==> src/rtl/nonoverlap_clkgen_pkg.sv <==
// Shared types for the multiphase non-overlapping clock generator.
// Latency: n/a (types and a combinational config check). Backpressure: n/a.
// cfg_t is sized from the *_DEF widths; the top parameters default to them and must move together.
package nonoverlap_clkgen_pkg;

    localparam int NUM_CH_DEF = 4;
    localparam int CNT_W_DEF  = 8;
    localparam int DEAD_W_DEF = 4;

    typedef enum logic [1:0] {
        ST_IDLE     = 2'd0,
        ST_RUN      = 2'd1,
        ST_STOPPING = 2'd2
    } state_t;

    typedef struct packed {
        logic [NUM_CH_DEF*CNT_W_DEF-1:0] phase;
        logic [CNT_W_DEF-1:0]            period;
        logic [CNT_W_DEF-1:0]            high;
        logic [DEAD_W_DEF-1:0]           dead;
    } cfg_t;

    // A word is usable only if both phases keep at least one tick of CLKN high
    // and every channel offset lies inside one period.
    function automatic logic cfg_ok(input cfg_t c);
        int   low_ticks;
        logic ok;
        low_ticks = int'(c.period) + 1 - int'(c.high) - 2 * int'(c.dead);
        ok = (c.high != '0) && (low_ticks >= 1);
        for (int i = 0; i < NUM_CH_DEF; i++) begin
            if (c.phase[i*CNT_W_DEF +: CNT_W_DEF] > c.period) ok = 1'b0;
        end
        return ok;
    endfunction

endpackage

==> src/rtl/nonoverlap_phase_chan.sv <==
// One CLK/CLKN pair: phase-shifted position in the period compared against high/dead windows.
// Latency: 1 cycle from cnt to registered outputs. Backpressure: none, free-running.
module nonoverlap_phase_chan #(
    parameter int CNT_W  = 8,
    parameter int DEAD_W = 4
) (
    input  logic              clk,
    input  logic              rst_n,
    input  logic              run,
    input  logic [CNT_W-1:0]  cnt,
    input  logic [CNT_W-1:0]  ph,
    input  logic [CNT_W-1:0]  period,
    input  logic [CNT_W-1:0]  high,
    input  logic [DEAD_W-1:0] dead,
    output logic              ph_clk,
    output logic              ph_clkn
);

    // Two guard bits so high+dead and period+1 never wrap.
    localparam int LW = CNT_W + 2;

    logic [LW-1:0] p_ticks;
    logic [LW-1:0] lag;
    logic [LW-1:0] hi_end;
    logic [LW-1:0] lo_end;
    logic          clk_lvl;
    logic          clkn_lvl;

    always_comb begin
        p_ticks  = LW'(period) + LW'(1);
        lag      = (cnt >= ph) ? (LW'(cnt) - LW'(ph)) : (LW'(cnt) + p_ticks - LW'(ph));
        hi_end   = LW'(high) + LW'(dead);
        lo_end   = p_ticks - LW'(dead);
        clk_lvl  = lag < LW'(high);
        clkn_lvl = (lag >= hi_end) && (lag < lo_end);
    end

    always_ff @(posedge clk) begin
        if (!rst_n) begin
            ph_clk  <= 1'b0;
            ph_clkn <= 1'b0;
        end else begin
            ph_clk  <= run & clk_lvl;
            ph_clkn <= run & clkn_lvl;
        end
    end

endmodule

==> src/rtl/multiphase_nonoverlap_clkgen.sv <==
// NUM_CH non-overlapping CLK/CLKN pairs with runtime period/high/dead/phase and graceful stop.
// Latency: outputs lag the period counter by 1 cycle. Backpressure: CFG_READY low while a word is pending.
module multiphase_nonoverlap_clkgen
    import nonoverlap_clkgen_pkg::*;
#(
    parameter int NUM_CH = NUM_CH_DEF,
    parameter int CNT_W  = CNT_W_DEF,
    parameter int DEAD_W = DEAD_W_DEF
) (
    input  logic                    USER_CLOCK,
    input  logic                    RESET_N,
    input  logic                    ENABLE,
    input  logic                    CFG_VALID,
    output logic                    CFG_READY,
    input  logic [CNT_W-1:0]        CFG_PERIOD,
    input  logic [CNT_W-1:0]        CFG_HIGH,
    input  logic [DEAD_W-1:0]       CFG_DEAD,
    input  logic [NUM_CH*CNT_W-1:0] CFG_PHASE,
    output logic [NUM_CH-1:0]       CLK_OUT,
    output logic [NUM_CH-1:0]       CLKN_OUT,
    output logic                    PERIOD_SYNC,
    output logic                    RUNNING,
    output logic                    CFG_ERR
);

    state_t           state;
    logic [CNT_W-1:0] cnt;
    logic [CNT_W-1:0] cnt_nxt;
    cfg_t             cfg_in;
    cfg_t             act;
    cfg_t             pend;
    logic             act_vld;
    logic             pend_vld;
    logic             xfer;
    logic             cfg_good;
    logic             wrap;
    logic             apply;
    logic             running_q;
    logic             sync_q;
    logic             err_q;

    assign cfg_in    = '{phase: CFG_PHASE, period: CFG_PERIOD, high: CFG_HIGH, dead: CFG_DEAD};
    assign CFG_READY = ~pend_vld;
    assign xfer      = CFG_VALID & ~pend_vld;
    assign cfg_good  = cfg_ok(cfg_in);
    assign wrap      = (state != ST_IDLE) && (cnt == act.period);
    // Pending and free slot are mutually exclusive, so apply and a new accept never collide.
    assign apply     = pend_vld && ((state == ST_IDLE) || wrap);
    assign cnt_nxt   = wrap ? '0 : cnt + 1'b1;

    always_ff @(posedge USER_CLOCK) begin
        if (!RESET_N) begin
            state     <= ST_IDLE;
            cnt       <= '0;
            act       <= '0;
            act_vld   <= 1'b0;
            pend      <= '0;
            pend_vld  <= 1'b0;
            running_q <= 1'b0;
            sync_q    <= 1'b0;
            err_q     <= 1'b0;
        end else begin
            err_q  <= xfer & ~cfg_good;
            sync_q <= (state != ST_IDLE) && (cnt == '0);
            if (apply) begin
                act      <= pend;
                act_vld  <= 1'b1;
                pend_vld <= 1'b0;
            end else if (xfer && cfg_good) begin
                pend     <= cfg_in;
                pend_vld <= 1'b1;
            end
            case (state)
                ST_IDLE: begin
                    cnt <= '0;
                    if (ENABLE && act_vld) begin
                        state     <= ST_RUN;
                        running_q <= 1'b1;
                    end
                end
                ST_RUN: begin
                    cnt <= cnt_nxt;
                    if (!ENABLE) state <= ST_STOPPING;
                end
                ST_STOPPING: begin
                    cnt <= cnt_nxt;
                    if (ENABLE) begin
                        state <= ST_RUN;
                    end else if (wrap) begin
                        state     <= ST_IDLE;
                        running_q <= 1'b0;
                    end
                end
                default: begin
                    state     <= ST_IDLE;
                    cnt       <= '0;
                    running_q <= 1'b0;
                end
            endcase
        end
    end

    for (genvar i = 0; i < NUM_CH; i++) begin : g_ch
        nonoverlap_phase_chan #(
            .CNT_W  (CNT_W),
            .DEAD_W (DEAD_W)
        ) u_chan (
            .clk     (USER_CLOCK),
            .rst_n   (RESET_N),
            .run     (state != ST_IDLE),
            .cnt     (cnt),
            .ph      (act.phase[i*CNT_W +: CNT_W]),
            .period  (act.period),
            .high    (act.high),
            .dead    (act.dead),
            .ph_clk  (CLK_OUT[i]),
            .ph_clkn (CLKN_OUT[i])
        );
    end

    assign PERIOD_SYNC = sync_q;
    assign RUNNING     = running_q;
    assign CFG_ERR     = err_q;

endmodule

==> config.mk <==
export PLATFORM = sky130hd
export DESIGN_NAME = multiphase_nonoverlap_clkgen
export DESIGN_NICKNAME = d
export VERILOG_FILES = /design/src/rtl/nonoverlap_clkgen_pkg.sv /design/src/rtl/nonoverlap_phase_chan.sv /design/src/rtl/multiphase_nonoverlap_clkgen.sv
export SDC_FILE = /design/constraint.sdc
export NUM_CORES = 1
export LEC_CHECK = 0
export BUFFER_PORTS_ARGS = -buffer_cell sky130_fd_sc_hd__clkbuf_2
export CAP_MARGIN = 20
export CORE_MARGIN = 5
export CORE_UTILIZATION = 30
export CTS_BUF_LIST = sky130_fd_sc_hd__clkbuf_2 sky130_fd_sc_hd__clkbuf_4 sky130_fd_sc_hd__clkbuf_8
export CTS_CLUSTER_DIAMETER = 30
export DETAILED_ROUTE_END_ITERATION = 10
export GPL_TIMING_DRIVEN = 0
export SETUP_SLACK_MARGIN = 0.4
export SLEW_MARGIN = 20
export SYNTH_ARGS = -nofsm -noshare
export SYNTH_HDL_FRONTEND = slang
export SYNTH_SLANG_ARGS = --single-unit
export TNS_END_PERCENT = 10
==> constraint.sdc <==
create_clock -name USER_CLOCK -period 5.3 [get_ports USER_CLOCK]
set_clock_uncertainty 0.1 [all_clocks]
set_input_delay 0 -clock USER_CLOCK [delete_from_list [all_inputs] [get_ports USER_CLOCK]]
set_output_delay 0 -clock USER_CLOCK [all_outputs]
set_load 0.05 [all_outputs]
==> results of run 1 <==
-- worst max-delay path: stages, from the launching register on --
cell                        delay [ns]
sky130_fd_sc_hd__dfxtp_1          0.33
sky130_fd_sc_hd__buf_6            0.14
sky130_fd_sc_hd__nand3_4          0.11
sky130_fd_sc_hd__nor2_4           0.12
sky130_fd_sc_hd__xnor2_2          0.15
sky130_fd_sc_hd__inv_2            0.08
sky130_fd_sc_hd__ha_4             0.31
sky130_fd_sc_hd__nand3_1          0.10
sky130_fd_sc_hd__o211ai_2         0.23
sky130_fd_sc_hd__nor2_2           0.08
sky130_fd_sc_hd__xnor2_2          0.15
sky130_fd_sc_hd__buf_6            0.15
sky130_fd_sc_hd__ha_1             0.31
sky130_fd_sc_hd__or2_2            0.32
sky130_fd_sc_hd__o311a_1          0.16
sky130_fd_sc_hd__a21o_1           0.19
sky130_fd_sc_hd__a221oi_4         0.40
sky130_fd_sc_hd__ha_1             0.31
sky130_fd_sc_hd__o21ai_0          0.08
sky130_fd_sc_hd__nand2b_1         0.08
sky130_fd_sc_hd__a31o_2           0.25
sky130_fd_sc_hd__a211oi_2         0.24
sky130_fd_sc_hd__nand3_1          0.14
sky130_fd_sc_hd__a2bb2oi_2        0.15
-- final cells by class --
type                       count  area [um^2]  area share (%)
multi-input combinational   1285         9753           64.64
timing repair buffer         140         1037           6.874
clock buffer                  17        234.0           1.551
sequential                   127         2560           16.97
inverter                     111        420.4           2.786
tap                          539        674.4           4.469
clock inverter                15        141.4          0.9370
buffer                        49        269.0           1.783
-- placed cells by master (no fill, tap or decap), types with 8 or more instances in the layout --
cell type                         n
sky130_fd_sc_hd__o21a_1          18
sky130_fd_sc_hd__o31a_1          12
sky130_fd_sc_hd__dfxtp_1        119
sky130_fd_sc_hd__a21oi_2          8
sky130_fd_sc_hd__nand2b_1        16
sky130_fd_sc_hd__buf_6            8
sky130_fd_sc_hd__nand4_1         14
sky130_fd_sc_hd__clkbuf_2        67
sky130_fd_sc_hd__a21o_1          37
sky130_fd_sc_hd__buf_4           26
sky130_fd_sc_hd__inv_1          109
sky130_fd_sc_hd__a21oi_1        146
sky130_fd_sc_hd__xor2_1          25
sky130_fd_sc_hd__and3_1           8
sky130_fd_sc_hd__o21ai_0         70
sky130_fd_sc_hd__mux2i_1         55
sky130_fd_sc_hd__dlygate4sd3_1   54
sky130_fd_sc_hd__clkbuf_1        32
sky130_fd_sc_hd__nor3_1          19
sky130_fd_sc_hd__clkbuf_8        17
sky130_fd_sc_hd__ha_4             9
sky130_fd_sc_hd__ha_1           229
sky130_fd_sc_hd__or2_2           10
sky130_fd_sc_hd__nand3_1         25
sky130_fd_sc_hd__nand2_1        257
sky130_fd_sc_hd__fa_1            13
sky130_fd_sc_hd__nor2b_1         23
sky130_fd_sc_hd__xnor2_1         38
sky130_fd_sc_hd__o31ai_1          8
sky130_fd_sc_hd__nor2_1          76
-- layer usage --
metal,up-vias,wire (um)
li1,5931,-
met1,5557,18190
met2,354,18280
met3,91,1961
met4,0,2027
met5,-,0
-- worst paths after layout --
path / startpoint / to / slack (ns)
setup / recovery: act[14]$_SDFFE_PN0P_ / g_ch[1].u_chan.ph_clkn$_SDFF_PN0_ / 0.58
hold / removal: RESET_N / pend[10]$_SDFFE_PN0P_ / 0.17
setup reg to reg: act[14]$_SDFFE_PN0P_ / g_ch[1].u_chan.ph_clkn$_SDFF_PN0_ / 0.58
hold reg to reg: pend[31]$_SDFFE_PN0P_ / act[31]$_SDFFE_PN0P_ / 0.36
-- cell families (layout without fill, tap and decap cells) --
family | Yosys count | in the layout | synth area share (%)
buf+inv | 160 | 332 | 5.446
simple gates | 493 | 493 | 17.94
compound gates | 410 | 410 | 20.81
flops | 127 | 127 | 20.23
mux | 56 | 56 | 4.470
fa+ha+maj | 253 | 253 | 26.02
xor+xnor | 73 | 73 | 5.087
-- where the power goes --
group          leakage, nW  switching, mW  internal, mW
Combinational         5.17          0.384         0.272
Clock                0.191          0.513         0.348
Sequential            1.03         0.0188         0.980
Total                 6.39          0.916          1.60
-- registers in the layout, indices dropped and copies added (netlist names) --
name,flops
g_ch.u_chan.ph_clkn,4
act_vld,1
RUNNING,1
cnt,8
g_ch.u_chan.ph_clk,4
PERIOD_SYNC,1
pend,52
state,2
act,52
pend_vld,1
CFG_ERR,1
-- metrics by stage --
stage | hold slack (ns) | TNS (ns)
after floorplan | 0.03810 | 0
after global placement | 0.1464 | -1.599
after detailed placement | 0.1544 | -2.206
after CTS | 0.1673 | 0
after global routing | 0.2303 | 0
final | 0.1680 | 0
-- repair_timing --
item / 4_1_cts / 5_1_grt
hold endpoints to repair: 55 / 0
hold buffers: 54 / 0
setup buffers: 12 / 8
endpoints found under the setup margin: 8 / 8
gates resized for setup: 46 / 43
pin swaps: 6 / 18
==> summary.md, run 1 <==
The run finished with clean final reports. The post-synthesis average cell area is 7.995 um^2. TritonCTS built the clock tree. By instance count, the leading cell after synthesis is sky130_fd_sc_hd__nand2_1. The core region is 41,670 um^2. The antenna cell count came out at 0. After the flow finishes, the layout carries non-filler instances totaling 2,283.

The tools report the buffer cell driving the clock tree root as sky130_fd_sc_hd__clkbuf_8. The logs give 0 for the initial antenna violation count and 5.03 ns for the data arrival at the endpoint of the critical path. Counting cells, the worst reg-to-reg path comes to 23. The most used flip-flop cell after synthesis is sky130_fd_sc_hd__dfxtp_1.

The met2 routing resource usage after global routing came out at 27.69%. Synthesis instantiated 68 different standard cells from the library. The die covers 46,090 um^2.

Most congested layer reported by global routing: met2. Before CTS, the worst setup slack after placement is -0.5121 ns. The area growth from synthesis to layout works out to 20.06%. The number of clock buffers added by TritonCTS is 17.

The number of placement rows was 75. In this run the tightest slew margin relative to its limit is 29.72%. Summing the sequential cell areas from Yosys gives 20.23% of the chip area. Setup repair after global routing could not meet its margin everywhere. The startpoint kind of the worst setup timing path is a register.

Total of max-cap violations: 0. The synthesized net count is 1,881. Derived from the worst setup path, the maximum achievable clock frequency is 211.6 MHz. For this run, asynchronously set or reset flops after synthesis account for 0%.

The number of vias in the routed layout was 11,930; the number of placed instances, taps included was 2,177. Detailed placement ended at an HPWL of 31,690 um. For the maximum vdd ir drop, the log shows 134.5 uV.

Count of synthesis-stage warnings from yosys: 0. The number of placed I/O pins came out at 68. For the finished layout, the period the worst path requires is 4.725 ns. The logs give 16.85% for the total routing resource utilization after global routing and 0 for the number of setup violations in the final report. At the end of the flow, the number of nets in the layout was 2,040. In the routed layout, each cell is associated on average with a via count of 5.227. The run gives 2 as the number of buffers between clock root and the deepest sink. The initial utilization of the core area, before any placement, comes to 30.17%.

For this run, design rule violations remaining after detail routing come to 0. For met1 alone, demand over resource in global routing was 21.60%. The run gives 0 as the sum of overflow across all layers after global routing. Via count of the first global-routing pass: 11,720.

Number of synthesized register bits: 127. The worst setup path is of the reg -> reg kind. The pin count of the biggest net entering global routing was 17; the number of buffer cells added on primary ports was 66. Power comes to 2.516 mW. The first TritonRoute pass finished after 5 iterations. Instance area at placement: 13,570 um^2.

The die width was 214.7 um; the violation count after the first detailed-routing iteration was 867. By count the netlist is led by 257 x sky130_fd_sc_hd__nand2_1, 239 x sky130_fd_sc_hd__ha_1, 154 x sky130_fd_sc_hd__a21oi_1, 127 x sky130_fd_sc_hd__dfxtp_1, 111 x sky130_fd_sc_hd__inv_1. The worst hold path depth is 4, and the per-cell routed wire length is 17.72 um. In the final layout, the share of cells above drive strength 1 is 13.53%. STA puts the critical path data required time at 5.61 ns. Ranked by total cell area, the synthesized netlist is headed by sky130_fd_sc_hd__ha_1 24%, sky130_fd_sc_hd__dfxtp_1 20%, sky130_fd_sc_hd__nand2_1 7.7%, sky130_fd_sc_hd__a21oi_1 6.1%, sky130_fd_sc_hd__mux2i_1 4.4%. The tree built by TritonCTS fans out to 127 sinks. In the finished design, the share of the clock period the worst path needs comes to 89.15%. Final design utilization: 36.22%. The logs give 40,460 um for the post-detailed-routing wire length and 6.388 nW for the static power due to leakage. The worst hold path belongs to the class in -> reg. The areal power density over the cells came out at 166.7 nW/um^2. STA classifies the critical path endpoint as a register. Counting flops with a built-in enable in the synthesized netlist gives 0. The cell count after synthesis was 1,572; the final number of max-transition violations was 0.

The library cell occupying the most area in the post-synthesis netlist is sky130_fd_sc_hd__ha_1. Along the worst path, the maximum fanout reaches 6. The die boundary height came out at 214.7 um. At the pin with the least slew margin, the transition time is 1.047 ns. Clock-pin slew was measured on the worst setup and hold paths at 0.11 ns. The insertion delay to the later sink of the worst-skew pair is 0.47 ns. The tools report the final count of hold timing violations as 0. The logs give 15,090 um^2 for the cell area after layout and 12,570 um^2 for the post-synthesis instance area. The H-tree was split into 4 levels. The post-layout worst setup margin is 0.5750 ns, and the first-pass GRT wire length is 62,670 um. Fill cells in the final layout number 4,311. The count of nets left with antenna violations once routing finished came out at 0. Summed over its instances, the top area cell type makes up 23.79% of the synthesized netlist area.

The placer's final routability congestion estimate was 0.9137; the global-route met3 utilization was 2.527%.
No activity file was read; power rests on OpenSTA's default activity.
==> run 2, diff against run 1 <==
--- a/config.mk
+++ b/config.mk
@@ -13,6 +13,7 @@
 export CTS_CLUSTER_DIAMETER = 30
 export DETAILED_ROUTE_END_ITERATION = 10
 export GPL_TIMING_DRIVEN = 0
+export RECOVER_POWER = 25
 export SETUP_SLACK_MARGIN = 0.4
 export SLEW_MARGIN = 20
 export SYNTH_ARGS = -nofsm -noshare
==> summary.md, run 2 (synthesized netlist as in run 1, its figures left out) <==
The total routed wire length on the met1 layer is 18,180 um (was 18,190 um). Largest registers: act x52, pend x52, cnt x8 (unchanged). Number of vias per cell after detailed routing: 5.208 (was 5.227).

The reg-to-reg critical path startpoint was act[14]$_SDFFE_PN0P_ (unchanged). For the number of filler instances in the final layout, the log shows 4,310 (was 4,311). The cell with the biggest individual delay on the critical path is sky130_fd_sc_hd__a221oi_4 (unchanged). TritonCTS built the clock tree. Setup repair after global routing could not meet its margin everywhere.

The run gives 0.46 ns (was 0.47 ns) as the insertion delay to the later sink of the worst-skew pair. Critical path class: reg -> reg (unchanged). The placer's final routability congestion estimate was 0.9137 (unchanged). The highest clock rate is 211.1 MHz (was 211.6 MHz). The final setup TNS was 0 ns (unchanged). The data arrival at the endpoint of the critical path is 5.04 ns (was 5.03 ns), and the combined buffer and inverter count along the critical path is 3 (unchanged). The per-cell routed wire length came out at 17.72 um (about the same).

The post-route minimum period came out at 4.736 ns (was 4.725 ns). The area of combinational cells with multiple inputs is 9753 um^2 (unchanged). The data required time of the worst path came out at 5.61 ns (about the same). The antenna cell count is 0 (unchanged), and the number of vias in the routed layout is 11,890 (was 11,930). H-tree depth: 4 (unchanged).

The tools report the detailed-route DRC error count as 0 (unchanged). The run gives 2,040 (unchanged) as the net count of the finished layout. Most used cells in the layout excluding fill and tap cells: 257 x sky130_fd_sc_hd__nand2_1, 229 x sky130_fd_sc_hd__ha_1, 146 x sky130_fd_sc_hd__a21oi_1, 119 x sky130_fd_sc_hd__dfxtp_1, 109 x sky130_fd_sc_hd__inv_1 (unchanged). Register clock-pin slew on the reported worst setup and hold paths: 0.11 ns (about the same). The run finished with clean final reports. The kind of path behind the tightest hold check was in -> reg (unchanged). The buffer cell driving the clock tree root is sky130_fd_sc_hd__clkbuf_8 (unchanged). The run gives 62,670 um (unchanged) as the first-pass GRT wire length. The die boundary height was 214.7 um (unchanged); the number of placement rows was 75 (unchanged). The number of placed I/O pins is 68 (unchanged), and the initial antenna violation count is 0 (unchanged).

The tools report the static power due to leakage as 6.348 nW (was 6.388 nW). The endpoint of the worst register-to-register path was g_ch[1].u_chan.ph_clkn$_SDFF_PN0_ (unchanged). The worst hold path depth is 4 (unchanged), and the post-route fraction of the period consumed by the critical path is 89.36% (was 89.15%).

Startpoint kind of the worst setup timing path: a register (unchanged). The worst hold path endpoint was pend[10]$_SDFFE_PN0P_ (unchanged). The total routing resource utilization after global routing came out at 16.85% (unchanged). The uppermost signal routing layer after detailed routing is met4 (unchanged). The die area came out at 46,090 um^2 (unchanged).

The kind of cell with the highest combined delay on the critical path is compound AO/OA/AOI/OAI gates (unchanged). The pin count of the biggest net entering global routing came out at 17 (unchanged). The kind of end point of the critical path is a register (unchanged). The number of buffer cells added on primary ports was 66 (unchanged); the final number of max-transition violations was 0 (unchanged).

The area of the placeable core is 41,670 um^2 (unchanged). The routed length on met3 was 2006 um (was 1961 um); the via count of the first global-routing pass was 11,720 (unchanged). The final antenna-violating net count was 0 (unchanged). The areal power density over the cells came out at 166.8 nW/um^2 (was 166.7 nW/um^2). Starting utilization of the core area: 30.17% (unchanged).

The tools report the hold path startpoint as RESET_N (unchanged). The highest cell delay on the worst timing path is 0.40 ns (about the same). The tools report the number of setup violations in the final report as 0 (unchanged). The most common cell after layout, fill and taps aside is sky130_fd_sc_hd__nand2_1 (unchanged). The tools report the sum of overflow across all layers after global routing as 0 (unchanged). Sequence of cells on the critical path: buf_6 -> nand3_4 -> nor2_4 -> xnor2_2 -> inv_2 -> ha_4 -> nand3_1 -> o211ai_2 -> nor2_2 -> xnor2_2 -> buf_6 -> ha_1 -> or2_2 -> o311a_1 -> a21o_1 -> a221oi_4 -> ha_1 -> o21ai_0 -> nand2b_1 -> a31o_2 -> a211oi_2 -> nand3_1 -> a2bb2oi_2 (unchanged). The post-detailed-routing wire length is 40,450 um (was 40,460 um), and the die width is 214.7 um (unchanged).

Total of max-cap violations: 0 (unchanged). The run gives 828 (was 867) as the violation count after the first detailed-routing iteration. For the total number of clock tree sinks, the log shows 127 (unchanged). The run gives 0.1753 ns (was 0.1680 ns) as the worst hold-check slack. For the final count of hold timing violations, the log shows 0 (unchanged). The layout cell share with drive strength beyond 1 was 12.84% (was 13.53%); the register-to-register setup slack was 0.56 ns (was 0.58 ns).

The slew at the pin closest to its max-slew limit works out to 1.081 ns (was 1.047 ns). The area growth from synthesis to layout is 19.94% (was 20.06%), and the detailed placer's ending HPWL is 31,690 um (unchanged). The maximum vdd ir drop was 134.2 uV (was 134.5 uV). The number of buffers created by CTS was 17 (unchanged).

The met2 wirelength from detailed routing came out at 18,230 um (was 18,280 um). The worst reg2reg path depth was 23 (unchanged); the area taken by flip-flops and latches was 2560 um^2 (unchanged). The logs give 2 (unchanged) for the number of buffers between clock root and the deepest sink and 27.43% (was 29.72%) for the headroom to the max-slew limit. The tools report the number of detailed-routing iterations run before antenna repair as 7 (was 5). The maximum fanout along the worst path is 6 (unchanged).
-- run 2: layer usage --
metal  global-route usage [%]  vias up
met5                        0        -
met4                    8.267        0
met2                    27.69      354
li1                         -     5926
met3                    2.527       90
met1                    21.60     5521
-- run 2: timing repair --
action	in CTS	in global routing
buffers inserted	12	8
pin swaps	6	18
setup endpoints to repair	8	8
hold buffers	54	0
endpoints found under the hold margin	55	0
resized for setup	46	43
-- run 2: how the worst max path moves through the flow --
stage,endpoint,slack [ns],cells past startpoint,startpoint
6_report,g_ch[1].u_chan.ph_clkn$_SDFF_PN0_,0.56,23,act[14]$_SDFFE_PN0P_
5_1_grt,g_ch[1].u_chan.ph_clkn$_SDFF_PN0_,0.35,23,act[14]$_SDFFE_PN0P_
4_1_cts,g_ch[2].u_chan.ph_clkn$_SDFF_PN0_,0.39,19,cnt[0]$_SDFF_PP0_
3_5_place_dp,g_ch[1].u_chan.ph_clkn$_SDFF_PN0_,-0.51,20,act[12]$_SDFFE_PN0P_
3_3_place_gp,g_ch[1].u_chan.ph_clkn$_SDFF_PN0_,-0.38,18,cnt[1]$_SDFF_PP0_
2_1_floorplan,g_ch[1].u_chan.ph_clkn$_SDFF_PN0_,0.73,21,act[15]$_SDFFE_PN0P_
-- run 2: power breakdown --
part | total, mW | internal (mW) | switching (mW) | leakage (nW)
Sequential | 0.998 | 0.980 | 0.0187 | 1.03
Combinational | 0.653 | 0.270 | 0.383 | 5.13
Clock | 0.862 | 0.348 | 0.514 | 0.191
-- run 2: per-stage QoR --
step	total power, mW	worst slack, ns	util (%)	std cells	instance area, um^2
2_1_floorplan	1.437	0.7292	-	1572	12570
3_3_place_gp	1.597	-0.3837	32.58	2177	13570
3_5_place_dp	1.612	-0.5121	32.58	2177	13570
4_1_cts	2.519	0.3866	35.61	2275	14840
5_1_grt	2.642	0.3504	36.18	2283	15070
6_report	2.514	0.5638	36.18	2283	15070
-- run 2: layout make-up --
| type | count | share of cell area, % |
|---|---|---|
| Clock inverter | 15 | 0.9379 |
| Buffer | 49 | 1.785 |
| Clock buffer | 17 | 1.552 |
| Tap cell | 539 | 4.474 |
| Inverter | 111 | 2.789 |
| Multi-Input combinational cell | 1285 | 64.70 |
| Timing Repair Buffer | 140 | 6.781 |
| Sequential cell | 127 | 16.98 |
-- run 2: worst register-to-register path, cell delays in order (launching register included) --
cell,delay (ns)
sky130_fd_sc_hd__dfxtp_1,0.33
sky130_fd_sc_hd__buf_6,0.14
sky130_fd_sc_hd__nand3_4,0.11
sky130_fd_sc_hd__nor2_4,0.13
sky130_fd_sc_hd__xnor2_2,0.15
sky130_fd_sc_hd__inv_2,0.08
sky130_fd_sc_hd__ha_4,0.30
sky130_fd_sc_hd__nand3_1,0.10
sky130_fd_sc_hd__o211ai_2,0.23
sky130_fd_sc_hd__nor2_2,0.08
sky130_fd_sc_hd__xnor2_2,0.15
sky130_fd_sc_hd__buf_6,0.15
sky130_fd_sc_hd__ha_1,0.31
sky130_fd_sc_hd__or2_2,0.32
sky130_fd_sc_hd__o311a_1,0.16
sky130_fd_sc_hd__a21o_1,0.19
sky130_fd_sc_hd__a221oi_4,0.40
sky130_fd_sc_hd__ha_1,0.31
sky130_fd_sc_hd__o21ai_0,0.08
sky130_fd_sc_hd__nand2b_1,0.08
sky130_fd_sc_hd__a31o_2,0.25
sky130_fd_sc_hd__a211oi_2,0.24
sky130_fd_sc_hd__nand3_1,0.14
sky130_fd_sc_hd__a2bb2oi_2,0.15
